===== src/rtl/dense_pkg.sv =====
// dense_pkg: types shared by the dense-layer weight sequencer.
//   dense_seq_state_t : sequencer FSM states (IDLE / ISSUE / DRAIN)
//   dense_w_tag_t     : per-word tag carried from issue to the FIFO head
//                       (neuron index, last word of neuron, last word of run)
// DENSE_MAX_OUT sizes the neuron field in the tag; the sequencer's MAX_OUT
// must not exceed it.
package dense_pkg;

  localparam int DENSE_MAX_OUT = 256;
  localparam int DENSE_OW      = $clog2(DENSE_MAX_OUT + 1);

  typedef enum logic [1:0] {
    S_IDLE,
    S_ISSUE,
    S_DRAIN
  } dense_seq_state_t;

  typedef struct packed {
    logic [DENSE_OW-1:0] neuron;
    logic                row_last;
    logic                last;
  } dense_w_tag_t;

  localparam int DENSE_TAG_W = $bits(dense_w_tag_t);

endpackage


===== src/rtl/dense_weight_sequencer_if.sv =====
// dense_weight_sequencer_if: weight stream from the sequencer to the MAC.
//   w_valid / w_ready : handshake, a word moves when both are high
//   w_data            : weight word
//   w_neuron          : output-neuron index of w_data
//   w_row_last        : last word of the current neuron
//   w_last            : last word of the run
// Modports: master (sequencer side), slave (consumer side).
interface dense_weight_sequencer_if #(
  parameter int WIDTH = 32,
  parameter int OW    = 9
);

  logic             w_valid;
  logic             w_ready;
  logic [WIDTH-1:0] w_data;
  logic [OW-1:0]    w_neuron;
  logic             w_row_last;
  logic             w_last;

  modport master (
    output w_valid, w_data, w_neuron, w_row_last, w_last,
    input  w_ready
  );

  modport slave (
    input  w_valid, w_data, w_neuron, w_row_last, w_last,
    output w_ready
  );

endinterface


===== src/rtl/weight_skid_fifo.sv =====
// weight_skid_fifo: 2-entry FIFO holding ROM words plus their tags.
//   clk, reset : clock, asynchronous active-low reset
//   push, din  : write one entry (ignored when full without a same-cycle pop)
//   pop        : retire the head entry (ignored when empty)
//   dout       : head entry, stable until popped
//   occ        : number of stored entries (0..2)
//   empty/full : occupancy flags
module weight_skid_fifo #(
  parameter int W = 32
) (
  input  logic         clk,
  input  logic         reset,
  input  logic         push,
  input  logic         pop,
  input  logic [W-1:0] din,
  output logic [W-1:0] dout,
  output logic [1:0]   occ,
  output logic         empty,
  output logic         full
);

  logic [W-1:0] mem [2];
  logic         rd_ptr;
  logic         wr_ptr;
  logic [1:0]   cnt;
  logic         do_push;
  logic         do_pop;

  assign do_pop  = pop && (cnt != 2'd0);
  assign do_push = push && ((cnt != 2'd2) || do_pop);

  always_ff @(posedge clk or negedge reset) begin
    if (!reset) begin
      mem[0] <= '0;
      mem[1] <= '0;
      rd_ptr <= 1'b0;
      wr_ptr <= 1'b0;
      cnt    <= '0;
    end else begin
      if (do_push) begin
        mem[wr_ptr] <= din;
        wr_ptr      <= ~wr_ptr;
      end
      if (do_pop) begin
        rd_ptr <= ~rd_ptr;
      end
      unique case ({do_push, do_pop})
        2'b10:   cnt <= cnt + 2'd1;
        2'b01:   cnt <= cnt - 2'd1;
        default: cnt <= cnt;
      endcase
    end
  end

  assign dout  = mem[rd_ptr];
  assign occ   = cnt;
  assign empty = (cnt == 2'd0);
  assign full  = (cnt == 2'd2);

endmodule


===== src/rtl/dense_weight_sequencer.sv =====
// dense_weight_sequencer: walks out_neurons x in_words consecutive weight-ROM
// words from base_addr, absorbs the ROM's one-cycle read latency and streams
// each word out with neuron / row-last / last tags.
//   clk, reset       : clock, asynchronous active-low reset
//   start            : launch a run (sampled only while idle)
//   base_addr, in_words, out_neurons : run configuration, latched at start
//   busy, done       : run in progress, one-cycle completion pulse
//   err              : bounds error (sticky until the next accepted start)
//   rom_addr, rom_read_enable, rom_weight_in : weight ROM port
//   w                : weight stream (master side)
// Optional feature: define DENSE_SEQ_BOUNDS_CHECK_EN to reject runs whose
// address range would run past the end of the ROM; otherwise addresses wrap
// modulo DEPTH and err is tied low.
module dense_weight_sequencer
  import dense_pkg::*;
#(
  parameter  int DEPTH        = 16384,
  parameter  int WIDTH        = 32,
  parameter  int MAX_IN_WORDS = 256,
  parameter  int MAX_OUT      = 256,
  localparam int AW           = $clog2(DEPTH),
  localparam int IW           = $clog2(MAX_IN_WORDS + 1),
  localparam int OW           = $clog2(MAX_OUT + 1)
) (
  input  logic                clk,
  input  logic                reset,
  input  logic                start,
  input  logic [AW-1:0]       base_addr,
  input  logic [IW-1:0]       in_words,
  input  logic [OW-1:0]       out_neurons,
  output logic                busy,
  output logic                done,
  output logic                err,
  output logic [AW-1:0]       rom_addr,
  output logic                rom_read_enable,
  input  logic [WIDTH-1:0]    rom_weight_in,
  dense_weight_sequencer_if.master w
);

  localparam int PW = WIDTH + DENSE_TAG_W;

  dense_seq_state_t state;
  logic [AW-1:0]    addr_cnt;
  logic [IW-1:0]    word_cnt;
  logic [IW-1:0]    cfg_in;
  logic [OW-1:0]    neuron_cnt;
  logic [OW-1:0]    cfg_out;
  logic             inflight_v;
  dense_w_tag_t     inflight_tag;
  dense_w_tag_t     issue_tag;
  dense_w_tag_t     head_tag;

  logic [1:0]       occ;
  logic             fifo_empty;
  logic             fifo_full;
  logic             push;
  logic             pop;
  logic [PW-1:0]    fifo_din;
  logic [PW-1:0]    fifo_dout;

  logic [2:0]       credit;
  logic             issue;
  logic             row_end;
  logic             run_end;

`ifdef DENSE_SEQ_BOUNDS_CHECK_EN
  localparam int SW = AW + IW + OW + 1;
  logic [SW-1:0] span;
  logic          oob;
  logic          err_q;

  assign span = SW'(base_addr) + SW'(in_words) * SW'(out_neurons);
  assign oob  = span > SW'(DEPTH);
  assign err  = err_q;
`else
  assign err  = 1'b0;
`endif

  assign pop = !fifo_empty && w.w_ready;

  // Entries that will hold a FIFO slot once this cycle settles: stored words
  // plus the read whose data arrives now, minus a word leaving now. A read
  // issued this cycle lands one cycle later, so below 2 it always has a slot.
  // The read strobe reacts to this in the same cycle, hence combinational.
  assign credit = {1'b0, occ} + {2'b00, inflight_v} - {2'b00, pop};
  assign issue  = (state == S_ISSUE) && (credit < 3'd2);

  assign row_end = (word_cnt == cfg_in - IW'(1));
  assign run_end = row_end && (neuron_cnt == cfg_out - OW'(1));

  always_comb begin
    issue_tag          = '0;
    issue_tag.neuron   = DENSE_OW'(neuron_cnt);
    issue_tag.row_last = row_end;
    issue_tag.last     = run_end;
  end

  assign rom_addr        = addr_cnt;
  assign rom_read_enable = issue;

  assign push     = inflight_v && (!fifo_full || pop);
  assign fifo_din = {rom_weight_in, inflight_tag};

  weight_skid_fifo #(
    .W (PW)
  ) u_fifo (
    .clk   (clk),
    .reset (reset),
    .push  (push),
    .pop   (pop),
    .din   (fifo_din),
    .dout  (fifo_dout),
    .occ   (occ),
    .empty (fifo_empty),
    .full  (fifo_full)
  );

  assign head_tag     = fifo_dout[DENSE_TAG_W-1:0];
  assign w.w_valid    = !fifo_empty;
  assign w.w_data     = fifo_dout[PW-1 -: WIDTH];
  assign w.w_neuron   = OW'(head_tag.neuron);
  assign w.w_row_last = head_tag.row_last;
  assign w.w_last     = head_tag.last;

  always_ff @(posedge clk or negedge reset) begin
    if (!reset) begin
      state        <= S_IDLE;
      busy         <= 1'b0;
      done         <= 1'b0;
      addr_cnt     <= '0;
      word_cnt     <= '0;
      neuron_cnt   <= '0;
      cfg_in       <= '0;
      cfg_out      <= '0;
      inflight_v   <= 1'b0;
      inflight_tag <= '0;
`ifdef DENSE_SEQ_BOUNDS_CHECK_EN
      err_q        <= 1'b0;
`endif
    end else begin
      done         <= 1'b0;
      inflight_v   <= issue;
      inflight_tag <= issue_tag;
      unique case (state)
        S_IDLE: begin
          if (start) begin
`ifdef DENSE_SEQ_BOUNDS_CHECK_EN
            err_q <= 1'b0;
`endif
            if ((in_words == '0) || (out_neurons == '0)) begin
              done <= 1'b1;
            end
`ifdef DENSE_SEQ_BOUNDS_CHECK_EN
            else if (oob) begin
              err_q <= 1'b1;
              done  <= 1'b1;
            end
`endif
            else begin
              cfg_in     <= in_words;
              cfg_out    <= out_neurons;
              addr_cnt   <= base_addr;
              word_cnt   <= '0;
              neuron_cnt <= '0;
              busy       <= 1'b1;
              state      <= S_ISSUE;
            end
          end
        end
        S_ISSUE: begin
          if (issue) begin
            addr_cnt <= addr_cnt + AW'(1);
            if (row_end) begin
              word_cnt   <= '0;
              neuron_cnt <= neuron_cnt + OW'(1);
            end else begin
              word_cnt <= word_cnt + IW'(1);
            end
            if (run_end) begin
              state <= S_DRAIN;
            end
          end
        end
        S_DRAIN: begin
          // The run ends on the handshake of the word tagged last; every
          // earlier word has already left the FIFO by then.
          if (pop && head_tag.last) begin
            done  <= 1'b1;
            busy  <= 1'b0;
            state <= S_IDLE;
          end
        end
        default: state <= S_IDLE;
      endcase
    end
  end

endmodule


===== src/flat_wrapper.sv =====
// flat-port wrapper written by rule: the top's interface ports become plain ports
module dense_weight_sequencer_flat import dense_pkg::*;
#(
  parameter  int DEPTH        = 16384,
  parameter  int WIDTH        = 32,
  parameter  int MAX_IN_WORDS = 256,
  parameter  int MAX_OUT      = 256,
  localparam int AW           = $clog2(DEPTH),
  localparam int IW           = $clog2(MAX_IN_WORDS + 1),
  localparam int OW           = $clog2(MAX_OUT + 1)
)
  (clk, reset, start, base_addr, in_words, out_neurons, busy, done, err, rom_addr, rom_read_enable, rom_weight_in, w_w_valid, w_w_data, w_w_neuron, w_w_row_last, w_w_last, w_w_ready);
  dense_weight_sequencer_if #(.WIDTH(WIDTH), .OW((9))) w_i ();
  input  logic clk;
  input  logic reset;
  input  logic start;
  input  logic [AW-1:0] base_addr;
  input  logic [IW-1:0] in_words;
  input  logic [OW-1:0] out_neurons;
  output logic busy;
  output logic done;
  output logic err;
  output logic [AW-1:0] rom_addr;
  output logic rom_read_enable;
  input  logic [WIDTH-1:0] rom_weight_in;
  output wire logic [$bits(w_i.w_valid)-1:0] w_w_valid;
  output wire logic [$bits(w_i.w_data)-1:0] w_w_data;
  output wire logic [$bits(w_i.w_neuron)-1:0] w_w_neuron;
  output wire logic [$bits(w_i.w_row_last)-1:0] w_w_row_last;
  output wire logic [$bits(w_i.w_last)-1:0] w_w_last;
  input wire logic [$bits(w_i.w_ready)-1:0] w_w_ready;
  assign w_w_valid = w_i.w_valid;
  assign w_w_data = w_i.w_data;
  assign w_w_neuron = w_i.w_neuron;
  assign w_w_row_last = w_i.w_row_last;
  assign w_w_last = w_i.w_last;
  assign w_i.w_ready = w_w_ready;
  dense_weight_sequencer #(.DEPTH(DEPTH), .WIDTH(WIDTH), .MAX_IN_WORDS(MAX_IN_WORDS), .MAX_OUT(MAX_OUT)) u_core (.clk(clk), .reset(reset), .start(start), .base_addr(base_addr), .in_words(in_words), .out_neurons(out_neurons), .busy(busy), .done(done), .err(err), .rom_addr(rom_addr), .rom_read_enable(rom_read_enable), .rom_weight_in(rom_weight_in), .w(w_i));
endmodule

===== config.mk =====
export PLATFORM = sky130hd
export DESIGN_NAME = dense_weight_sequencer_flat
export DESIGN_NICKNAME = d
export VERILOG_FILES = /design/src/rtl/dense_pkg.sv /design/src/rtl/dense_weight_sequencer_if.sv /design/src/rtl/weight_skid_fifo.sv /design/src/rtl/dense_weight_sequencer.sv /design/src/flat_wrapper.sv
export SDC_FILE = /design/constraint.sdc
export NUM_CORES = 1
export LEC_CHECK = 0
export ABC_AREA = 1
export CORE_MARGIN = 2
export CORE_UTILIZATION = 30
export DETAILED_ROUTE_END_ITERATION = 7
export PLACE_DENSITY_LB_ADDON = 0.2
export SLEW_MARGIN = 20
export SYNTH_ARGS = -nofsm -noshare
export SYNTH_HDL_FRONTEND = slang
export SYNTH_SLANG_ARGS = --single-unit

===== constraint.sdc =====
create_clock -name clk -period 6.8 [get_ports clk]
set_input_delay 1.7 -clock clk [delete_from_list [all_inputs] [get_ports clk]]
set_output_delay 1.7 -clock clk [all_outputs]
set_load 0.02 [all_outputs]

==> results.ini <==
[timing]
final-setup-viol-count=0
tns_ns=0
hold_viol_final=0
rsz0062_at_grt=false
fin_ws_ns=0.925
worst_slew_pin_slew_ns=0.923
period_minus_slack_ns=5.88
finalClockSkew_ns=0.00920
fin_crit_sh=0.864
maxSlewHeadroom=0.384
final_max_slew_viol_count=0
timing.fmax_mhz=170

[placement]
io_buffers=128
place_ws_ns=0.874
gp_congestion=0.789
hpwlAfterDp_mm=12.0

[yosys]
synth-main-ff-cell=dfrtp_1
syn_area_per_cell_sq_um=7.77
synth_cell_type_count=38
yosys-top-cells-area=dfrtp_1, nand2_1, o21ai_0, inv_1, nor2_1
synth_top_family_by_area=simple AND/OR/NAND/NOR gates
synth-simple-area-share=0.263
ys_seq_area_frac=0.507
yosysWarnings=0
netlist_instances=990
yosysTopAreaCell=dfrtp_1
synth-edff-count=0
synth_fp_nets=1066
yosysTopAreaCellShare=0.507
ys_async_sr_fraction=1.00
synthMuxAreaShare=0
synth-compound-area-share=0.113
synth_xor_area_frac=0.0228
syn_area_sq_um=7700
synth_fa_ha_area_frac=0.0140
synth_seq_cells=156

[min_path]
holdPathStages=2
holdCritPathClass=flip-flop to flip-flop

[cts]
worstSkewPairLatency_ns=0.42
cts_root_buf=clkbuf_16
hold_buffers=0
cts_resized=0
clock_sinks=156
cts_setup_buffers=0
cts_buffer_depth=2
htreeDepth=4
cts_tree=yes
clk_pin_slew_ns=0.06
cts_buffers=17

[grt]
grt_pass1_wl_mm=29.9
grt-ovfl-total=0
grt_max_degree=97
grt_pass1_vias=6013
antenna_found_initial=0
grtUsageTotal=0.139

[die]
core_sq_um=25200
initial_core_util=0.306
io_pins=130
die_h_microns=164
die-area_sq_um=27000
die_x_microns=164
row_count=58

[power_and_ir_drop]
pwr-share-clk=0.213
power.internal_w=0.00257
p_per_area_nw_per_um2=449
swShare=0.416
pwr-share-comb=0.451
leakage_nw=4.72
ir_drop_mv=0.210
pwr-share-seq=0.335
p_sw_w=0.00183

[routing]
num_vias=6318
drc=0
viasPerCell=4.38
routed_wl_mm=17.8
drt_iter0_markers=381
first_pass_iters=5
final_antenna_net_count=0
post_drt_wl_per_cell_microns=12.3

[worst_setup_path]
cp-end-kind=output pin
crit_arrival_ns=4.18
path_cells=clkdlybuf4s50_1 > nand2_1 > inv_1 > ha_1 > nor2_1 > fa_1 > a21oi_1 > nand2_1 > nor2_1 > clkdlybuf4s50_1
ff2ff_path_depth=17
path_max_fanout=3
required_ns=5.10
critPathSlowestCell=clkdlybuf4s50_1
r2r_slack_ns=3.42
worstSetupPathType=input port to output pin
critPathMaxStageDelay_ns=0.66
startpoint_type=input port

[finish]
syn_to_final_growth_pct=27.3
layout_commonest_cell=nand2_1
final_cell_mix=nand2_1, dfrtp_1, clkdlybuf4s50_1
post-route-util=0.389
num_antenna_cells=0
seq_area_sq_um=3900
multi_input_area_sq_um=3190
drive_gt1_frac=0.0619
fill_cells=2634
final_nets=1177

[job]
drv_cap=0

[outcome]
status=finished clean

[synthesized netlist by cell type (4+ instances only)]
cell / n
or2_2: 8
a31oi_1: 5
o21ai_1: 4
nand3_1: 36
nand2_1: 366
buf_2: 8
a21oi_1: 17
dfrtp_1: 156
ha_1: 7
clkbuf_1: 25
o21ai_0: 110
nand4_1: 7
xnor2_1: 4
o21ai_2: 10
buf_6: 7
nor2_1: 64
inv_1: 102
a22oi_1: 4
nor3_1: 7
xor2_1: 16
[cells by family (layout without fill, tap and decap cells)]
group / after synthesis / in the layout
compound gates: 158 / 158
simple gates: 502 / 502
fa+ha+maj: 8 / 8
buf+inv: 145 / 269
flops: 156 / 156
xor+xnor: 20 / 20
other cells: 1 / 1
[final timing paths]
check                                            startpoint                           endpoint
setup / recovery                                  w_w_ready                    rom_read_enable
hold / removal             u_core.u_fifo.mem[1]$_DFFE_PN0P_   u_core.u_fifo.mem[1]$_DFFE_PN0P_
setup reg to reg           u_core.u_fifo.occ[1]$_DFFE_PN0P_   u_core.neuron_cnt[6]$_DFFE_PN0P_
hold reg to reg            u_core.u_fifo.mem[1]$_DFFE_PN0P_   u_core.u_fifo.mem[1]$_DFFE_PN0P_
max in group asynchronous                             reset   u_core.u_fifo.rd_ptr$_DFFE_PN0P_
min in group asynchronous                             reset  u_core.u_fifo.mem[58]$_DFFE_PN0P_
[per-stage QoR]
stage / cell area (sq um) / cells / power (W) / hold slack (ns)
finish: 9790 / 1444 / 0.00439 / 0.481
global route: 9790 / 1444 / 0.00480 / 0.495
CTS: 9790 / 1444 / 0.00447 / 0.478
detailed placement: 9210 / 1412 / 0.00351 / 0.462
global placement: 9210 / 1412 / 0.00348 / 0.455
floorplan: 7700 / 990 / 0.00282 / 0.394
[flip-flops by register name (all words and copies together), names as in the netlist, 2 cells and up]
name,cells
u_core.cfg_out,9
u_core.cfg_in,9
u_core.fifo_din,11
u_core.u_fifo.mem,86
u_core.u_fifo.occ,2
u_core.neuron_cnt,9
u_core.rom_addr,14
u_core.word_cnt,9
u_core.state,2
[per-layer routing]
metal	track usage	routed length [microns]
met1	0.198	9010
met2	0.208	7680
met3	0.0295	810
met4	0.0474	286
met5	0	0
[critical path: cells and delay by family]
| family | cells | cell delay (ns) |
|---|---|---|
| simple gates | 4 | 0.45 |
| fa+ha+maj | 2 | 0.73 |
| buf+inv | 3 | 1.18 |
| compound gates | 1 | 0.12 |
[layout make-up]
type / count / area share
Sequential cell: 156 / 0.399
Multi-Input combinational cell: 689 / 0.325
Timing Repair Buffer: 133 / 0.135
Clock buffer: 20 / 0.0466
Tap cell: 330 / 0.0422
Inverter: 104 / 0.0399
Clock inverter: 12 / 0.0126
[power by group through the flow]
stage / Sequential [W] / Clock [W] / Combinational (W)
final: 0.00147 / 0.000938 / 0.00198
after global routing: 0.00152 / 0.00101 / 0.00227
after CTS: 0.00147 / 0.000975 / 0.00202
after detailed placement: 0.00149 / 0 / 0.00202
after global placement: 0.00148 / 0 / 0.00200
after floorplan: 0.00148 / 0 / 0.00134
No activity file was read; power rests on OpenSTA's default activity.
